## src/rtl/bp_pkg.sv

```systemverilog
// Shared definitions for the branch predictor: 2-bit counter encodings and
// the saturating counter update used by the pattern-history table.
package bp_pkg;

  typedef enum logic [1:0] {
    CtrSnt = 2'b00,  // strongly not-taken
    CtrWnt = 2'b01,  // weakly not-taken (reset value)
    CtrWt  = 2'b10,  // weakly taken
    CtrSt  = 2'b11   // strongly taken
  } ctr_e;

  // Move one step toward the resolved outcome, sticking at either end.
  function automatic ctr_e satUpdate(ctr_e ctr, logic taken);
    ctr_e nxt;
    nxt = ctr;
    if (taken) begin
      if (ctr != CtrSt) nxt = ctr_e'(ctr + 2'd1);
    end else begin
      if (ctr != CtrSnt) nxt = ctr_e'(ctr - 2'd1);
    end
    return nxt;
  endfunction

  // Prediction is the counter MSB.
  function automatic logic predTaken(ctr_e ctr);
    return ctr[1];
  endfunction

endpackage

```

## src/rtl/bp_pht.sv

```systemverilog
// Pattern-history table: 2^IDX_W saturating 2-bit counters with one
// combinational read port and one synchronous read-modify-write port.
module bp_pht
  import bp_pkg::*;
#(
  parameter int unsigned IDX_W = 6
) (
  input  logic             clk,
  input  logic             rst,
  input  logic [IDX_W-1:0] rdIdx,
  output ctr_e             rdCtr,
  input  logic             wrEn,
  input  logic [IDX_W-1:0] wrIdx,
  input  logic             wrTaken
);

  localparam int unsigned Entries = 1 << IDX_W;

  ctr_e ctrArr [Entries];

  // Read returns the stored value; a same-cycle write is not bypassed.
  assign rdCtr = ctrArr[rdIdx];

  // Counter storage: reset all entries to weakly not-taken, else train one entry.
  always_ff @(posedge clk) begin
    if (rst) begin
      for (int i = 0; i < int'(Entries); i++) begin
        ctrArr[i] <= CtrWnt;
      end
    end else if (wrEn) begin
      ctrArr[wrIdx] <= satUpdate(ctrArr[wrIdx], wrTaken);
    end
  end

endmodule

```

## src/rtl/branch_pred_ctrl.sv

```systemverilog
// Branch prediction controller: bimodal 2-bit predictor looked up in fetch,
// resolved and trained in decode, with saturating statistics counters.
// Optional feature: define BP_GSHARE_EN to XOR a global history register
// into the table index (gshare).
module branch_pred_ctrl
  import bp_pkg::*;
#(
  parameter int unsigned PHT_BITS = 6,
  parameter int unsigned STAT_W   = 32
) (
  input  logic              clk,
  input  logic              rst,
  input  logic [31:0]       pcF,
  input  logic              stallD,
  input  logic              branchD,
  input  logic              takenD,
  output logic              pred_takenF,
  output logic              pred_takenD,
  output logic              mispredictD,
  output logic [STAT_W-1:0] branch_cnt,
  output logic [STAT_W-1:0] mispred_cnt
);

  logic [PHT_BITS-1:0] pcIdx;
  logic [PHT_BITS-1:0] idxF;
  logic [PHT_BITS-1:0] idxD;
  logic                validD;
  logic                update;
  ctr_e                ctrF;

  assign pcIdx = pcF[PHT_BITS+1:2];

  // Word-offset and high PC bits do not take part in indexing.
  logic unusedPcBits;
  assign unusedPcBits = ^{pcF[31:PHT_BITS+2], pcF[1:0]};

`ifdef BP_GSHARE_EN
  logic [PHT_BITS-1:0] ghr;

  assign idxF = pcIdx ^ ghr;

  // Global history: shifted only by resolved branches, never speculatively.
  always_ff @(posedge clk) begin
    if (rst) begin
      ghr <= '0;
    end else if (update) begin
      ghr <= {ghr[PHT_BITS-2:0], takenD};
    end
  end
`else
  assign idxF = pcIdx;
`endif

  assign update      = validD & branchD & ~stallD;
  assign mispredictD = update & (takenD ^ pred_takenD);
  assign pred_takenF = predTaken(ctrF);

  bp_pht #(
    .IDX_W (PHT_BITS)
  ) u_pht (
    .clk     (clk),
    .rst     (rst),
    .rdIdx   (idxF),
    .rdCtr   (ctrF),
    .wrEn    (update),
    .wrIdx   (idxD),
    .wrTaken (takenD)
  );

  // Decode register: carries the fetch-time prediction and index; a redirect
  // squashes the wrong-path slot being fetched alongside it.
  always_ff @(posedge clk) begin
    if (rst) begin
      validD      <= 1'b0;
      pred_takenD <= 1'b0;
      idxD        <= '0;
    end else if (!stallD) begin
      if (mispredictD) begin
        validD      <= 1'b0;
        pred_takenD <= 1'b0;
        idxD        <= '0;
      end else begin
        validD      <= 1'b1;
        pred_takenD <= pred_takenF;
        idxD        <= idxF;
      end
    end
  end

  // Statistics: count resolved branches and mispredictions, sticking at all-ones.
  always_ff @(posedge clk) begin
    if (rst) begin
      branch_cnt  <= '0;
      mispred_cnt <= '0;
    end else if (update) begin
      if (branch_cnt != '1) branch_cnt <= branch_cnt + STAT_W'(1);
      if (mispredictD && (mispred_cnt != '1)) mispred_cnt <= mispred_cnt + STAT_W'(1);
    end
  end

endmodule

```

## config.mk

```make
export PLATFORM = sky130hd
export DESIGN_NAME = branch_pred_ctrl
export DESIGN_NICKNAME = d
export VERILOG_FILES = /design/src/rtl/bp_pkg.sv /design/src/rtl/bp_pht.sv /design/src/rtl/branch_pred_ctrl.sv
export SDC_FILE = /design/constraint.sdc
export NUM_CORES = 1
export LEC_CHECK = 0
export BUFFER_PORTS_ARGS = -buffer_cell sky130_fd_sc_hd__buf_4
export CORE_ASPECT_RATIO = 2
export CORE_UTILIZATION = 45
export CTS_CLUSTER_DIAMETER = 40
export CTS_CLUSTER_SIZE = 12
export DETAILED_ROUTE_END_ITERATION = 16
export GPL_TIMING_DRIVEN = 0
export MAX_ROUTING_LAYER = met4
export PLACE_DENSITY = 0.73
export SLEW_MARGIN = 30
export SYNTH_ARGS = -nofsm -noshare
export SYNTH_HDL_FRONTEND = slang
export SYNTH_HIERARCHICAL = 1
export SYNTH_SLANG_ARGS = --single-unit
```

## constraint.sdc

```tcl
create_clock -name clk -period 7.9 [get_ports clk]
set_clock_uncertainty 0.1 [all_clocks]
set_input_delay 0.395 -clock clk [delete_from_list [all_inputs] [get_ports clk]]
set_output_delay 0.395 -clock clk [all_outputs]
set_load 0.005 [all_outputs]
```

==> summary.md <==
| Metric | Value |
|---|---|
| Clk Latency, worst-skew pair | `0.46 ns` |
| Reg-to-Reg End | `u_pht/ctrArr[4][1]$_SDFFCE_PN0P_` |
| Cts hold-fix bufs | `0` |
| Sink Count | `200` |
| Dpl cell area | `12000 µm²` |
| Total wire length | `37.1 mm` |
| CTS H-tree lvls | `4` |
| 1st-iter DRT viols | `835` |
| CTS buffer count | `17` |
| Reg2Reg Setup Slack | `3.93 ns` |
| Int Pwr | `1.70 mW` |
| Hold path depth | `3` |
| Sw frac | `26.9%` |
| Synth Instances | `1053` |
| # nets final | `1188` |
| Leak pwr | `4.12 nW` |
| Antenna Cells | `0` |
| Drt pass-1 iters | `6` |
| Final period util | `50.2%` |
| Max-cap violations | `0` |
| Status | `finished clean` |
| Initial antenna violation count | `0` |
| Antenna-violating nets left | `0` |
| NetSw | `0.628 mW` |
| Largest net degree at the start of global routing | `20` |
| Top routing layer in use | `met4` |
| Crit path DAT | `4.03 ns` |
| Initial Utilization | `46.1%` |
| Min-delay worst type | `in -> reg` |
| Hold EP | `idxD[3]$_SDFFE_PP0N_` |
| Total die area | `25300 µm²` |
| Tot GR Track Use | `31.2%` |
| CTS resizes | `0` |
| Mapped Nets | `1092` |
| First-pass GRT wire length | `55.3 mm` |
| CTS root buf | `clkbuf_16` |
| Yosys warnings | `6` |
| CORE AREA | `24000 µm²` |
| Post-DP HPWL | `28.1 mm` |
| Power per cell area | `185 nW/µm²` |
| Worst r2r path cells | `8` |
| Via/cell ratio | `6.52` |
| Final hold viol count | `0` |
| Avg Cell Area, Syn | `10.5 µm²` |
| Setup repair bufs after CTS | `0` |
| # DRC | `0` |
| WL met2 | `20.2 mm` |
| Std-Cell Rows | `80` |
| R2R Path Start | `idxD[1]$_SDFFE_PP0N_` |
| Reg clk slew, reported paths | `0.08 ns` |
| Vias in the first global route | `9537` |
| Slew Limit Fails | `0` |
| CP Capture Type | `flip-flop` |
| TritonCTS clock tree | `yes` |
| Layout cells sized above 1 | `23.1%` |
| Port bufs | `77` |
| Crit-path max FO | `10` |
| Critical Path RT | `7.96 ns` |
| Clk pwr share | `39.1%` |
| Final Critical Period | `3.97 ns` |
| Final TNS setup | `0 ns` |
| Worst Min Path Start | `pcF[5]` |
| Logic pwr share | `12.1%` |
| Max VDD drop | `0.155 mV` |
| Unrepaired setup endpoints after global routing | `false` |
| Fmax achieved | `0.252 GHz` |
| Design Area, Final | `12600 µm²` |
| Worst slew margin | `29.1%` |
| Final Setup Violations | `0` |
| Wl on met1 | `11.4 mm` |
| Vias | `9441` |
| Crit path launch | `idxD[1]$_SDFFE_PP0N_` |
| Met3 wire length | `2.13 mm` |
| Design Power | `2.33 mW` |
| Flop pwr share | `48.8%` |
| Startpoint types | `flip-flop` |
| GRT Residual Overflow | `0` |
| Worst-margin pin slew | `1.06 ns` |
| Area delta synth->final | `14.1%` |
| WL/cell | `25.6 µm` |
| Die height | `224 µm` |
| CP Class | `reg -> reg` |
| Die W | `113 µm` |
| Ports | `104` |
| Mapped Area | `11100 µm²` |
| RD Place Congestion | `1.04` |
| Clock tree buffer depth | `2` |
-- placed cells by master, fill, tap and decap left out, types with 29 or more instances in the layout --
cell and count:
edfxtp_1 128, nand2_1 79, mux4_2 31, buf_4 83
a21oi_1 44, nor2_1 86, nand2b_1 35, a21o_1 29
clkbuf_1 42, dfxtp_1 72, nand3_1 84, nor3_1 30
-- routing by layer --
metal | vias up | GRT usage [%]
li1 | 4167 | -
met3 | 187 | 4.71
met5 | - | -
met4 | 0 | 25.7
met2 | 496 | 57.2
met1 | 4591 | 27.6
-- power by group through the flow --
stage               Clock [mW]  Sequential [mW]  Combinational, mW
detailed placement           0             1.16              0.275
CTS                      0.923             1.14              0.276
global route             0.952             1.14              0.292
floorplan                    0             1.15              0.184
global placement             0             1.16              0.273
finish                   0.911             1.14              0.282
-- worst max-delay path by stage --
stage                                                   end  slack, ns  depth (start not counted)
final                      u_pht/ctrArr[4][1]$_SDFFCE_PN0P_       3.93                          8
after global routing       u_pht/ctrArr[4][1]$_SDFFCE_PN0P_       3.99                          8
after CTS                  u_pht/ctrArr[4][1]$_SDFFCE_PN0P_       4.08                          8
after detailed placement   u_pht/ctrArr[4][1]$_SDFFCE_PN0P_       4.11                          8
after global placement     u_pht/ctrArr[4][1]$_SDFFCE_PN0P_       4.12                          8
after floorplan           u_pht/ctrArr[21][0]$_SDFFCE_PN1P_       5.25                         10
-- worst max-delay path, stage by stage (launching register included) --
cell      delay [ns]
dfxtp_1         0.42
buf_6           0.23
buf_4           0.22
buf_2           0.22
or3b_2          0.47
clkbuf_1        0.19
nor2_1          0.83
clkbuf_1        0.71
a21o_1          0.26
-- layout make-up --
cell class	count	area (µm²)
Fill cell	2210	11400
Timing Repair Buffer	77	578
Buffer	89	519
Sequential cell	200	5290
Inverter	16	60.1
Clock buffer	17	425
Clock inverter	15	181
Multi-Input combinational cell	748	5220
Tap cell	287	359
-- per-stage QoR --
step	worst slack [ns]	cells	hold slack, ns	util, %
6_report	3.93	1449	0.134	52.6
5_1_grt	3.99	1449	0.149	52.6
2_1_floorplan	5.25	1053	0.338	-
3_5_place_dp	4.11	1417	0.357	50.0
3_3_place_gp	4.12	1417	0.348	50.0
4_1_cts	4.08	1449	0.120	52.5
-- registers in the layout (all words and copies together) (netlist names) --
name,count
validD,1
idxD,6
mispred_cnt,32
u_pht/ctrArr,128
pred_takenD,1
branch_cnt,32
No activity file was read; power rests on OpenSTA's default activity.
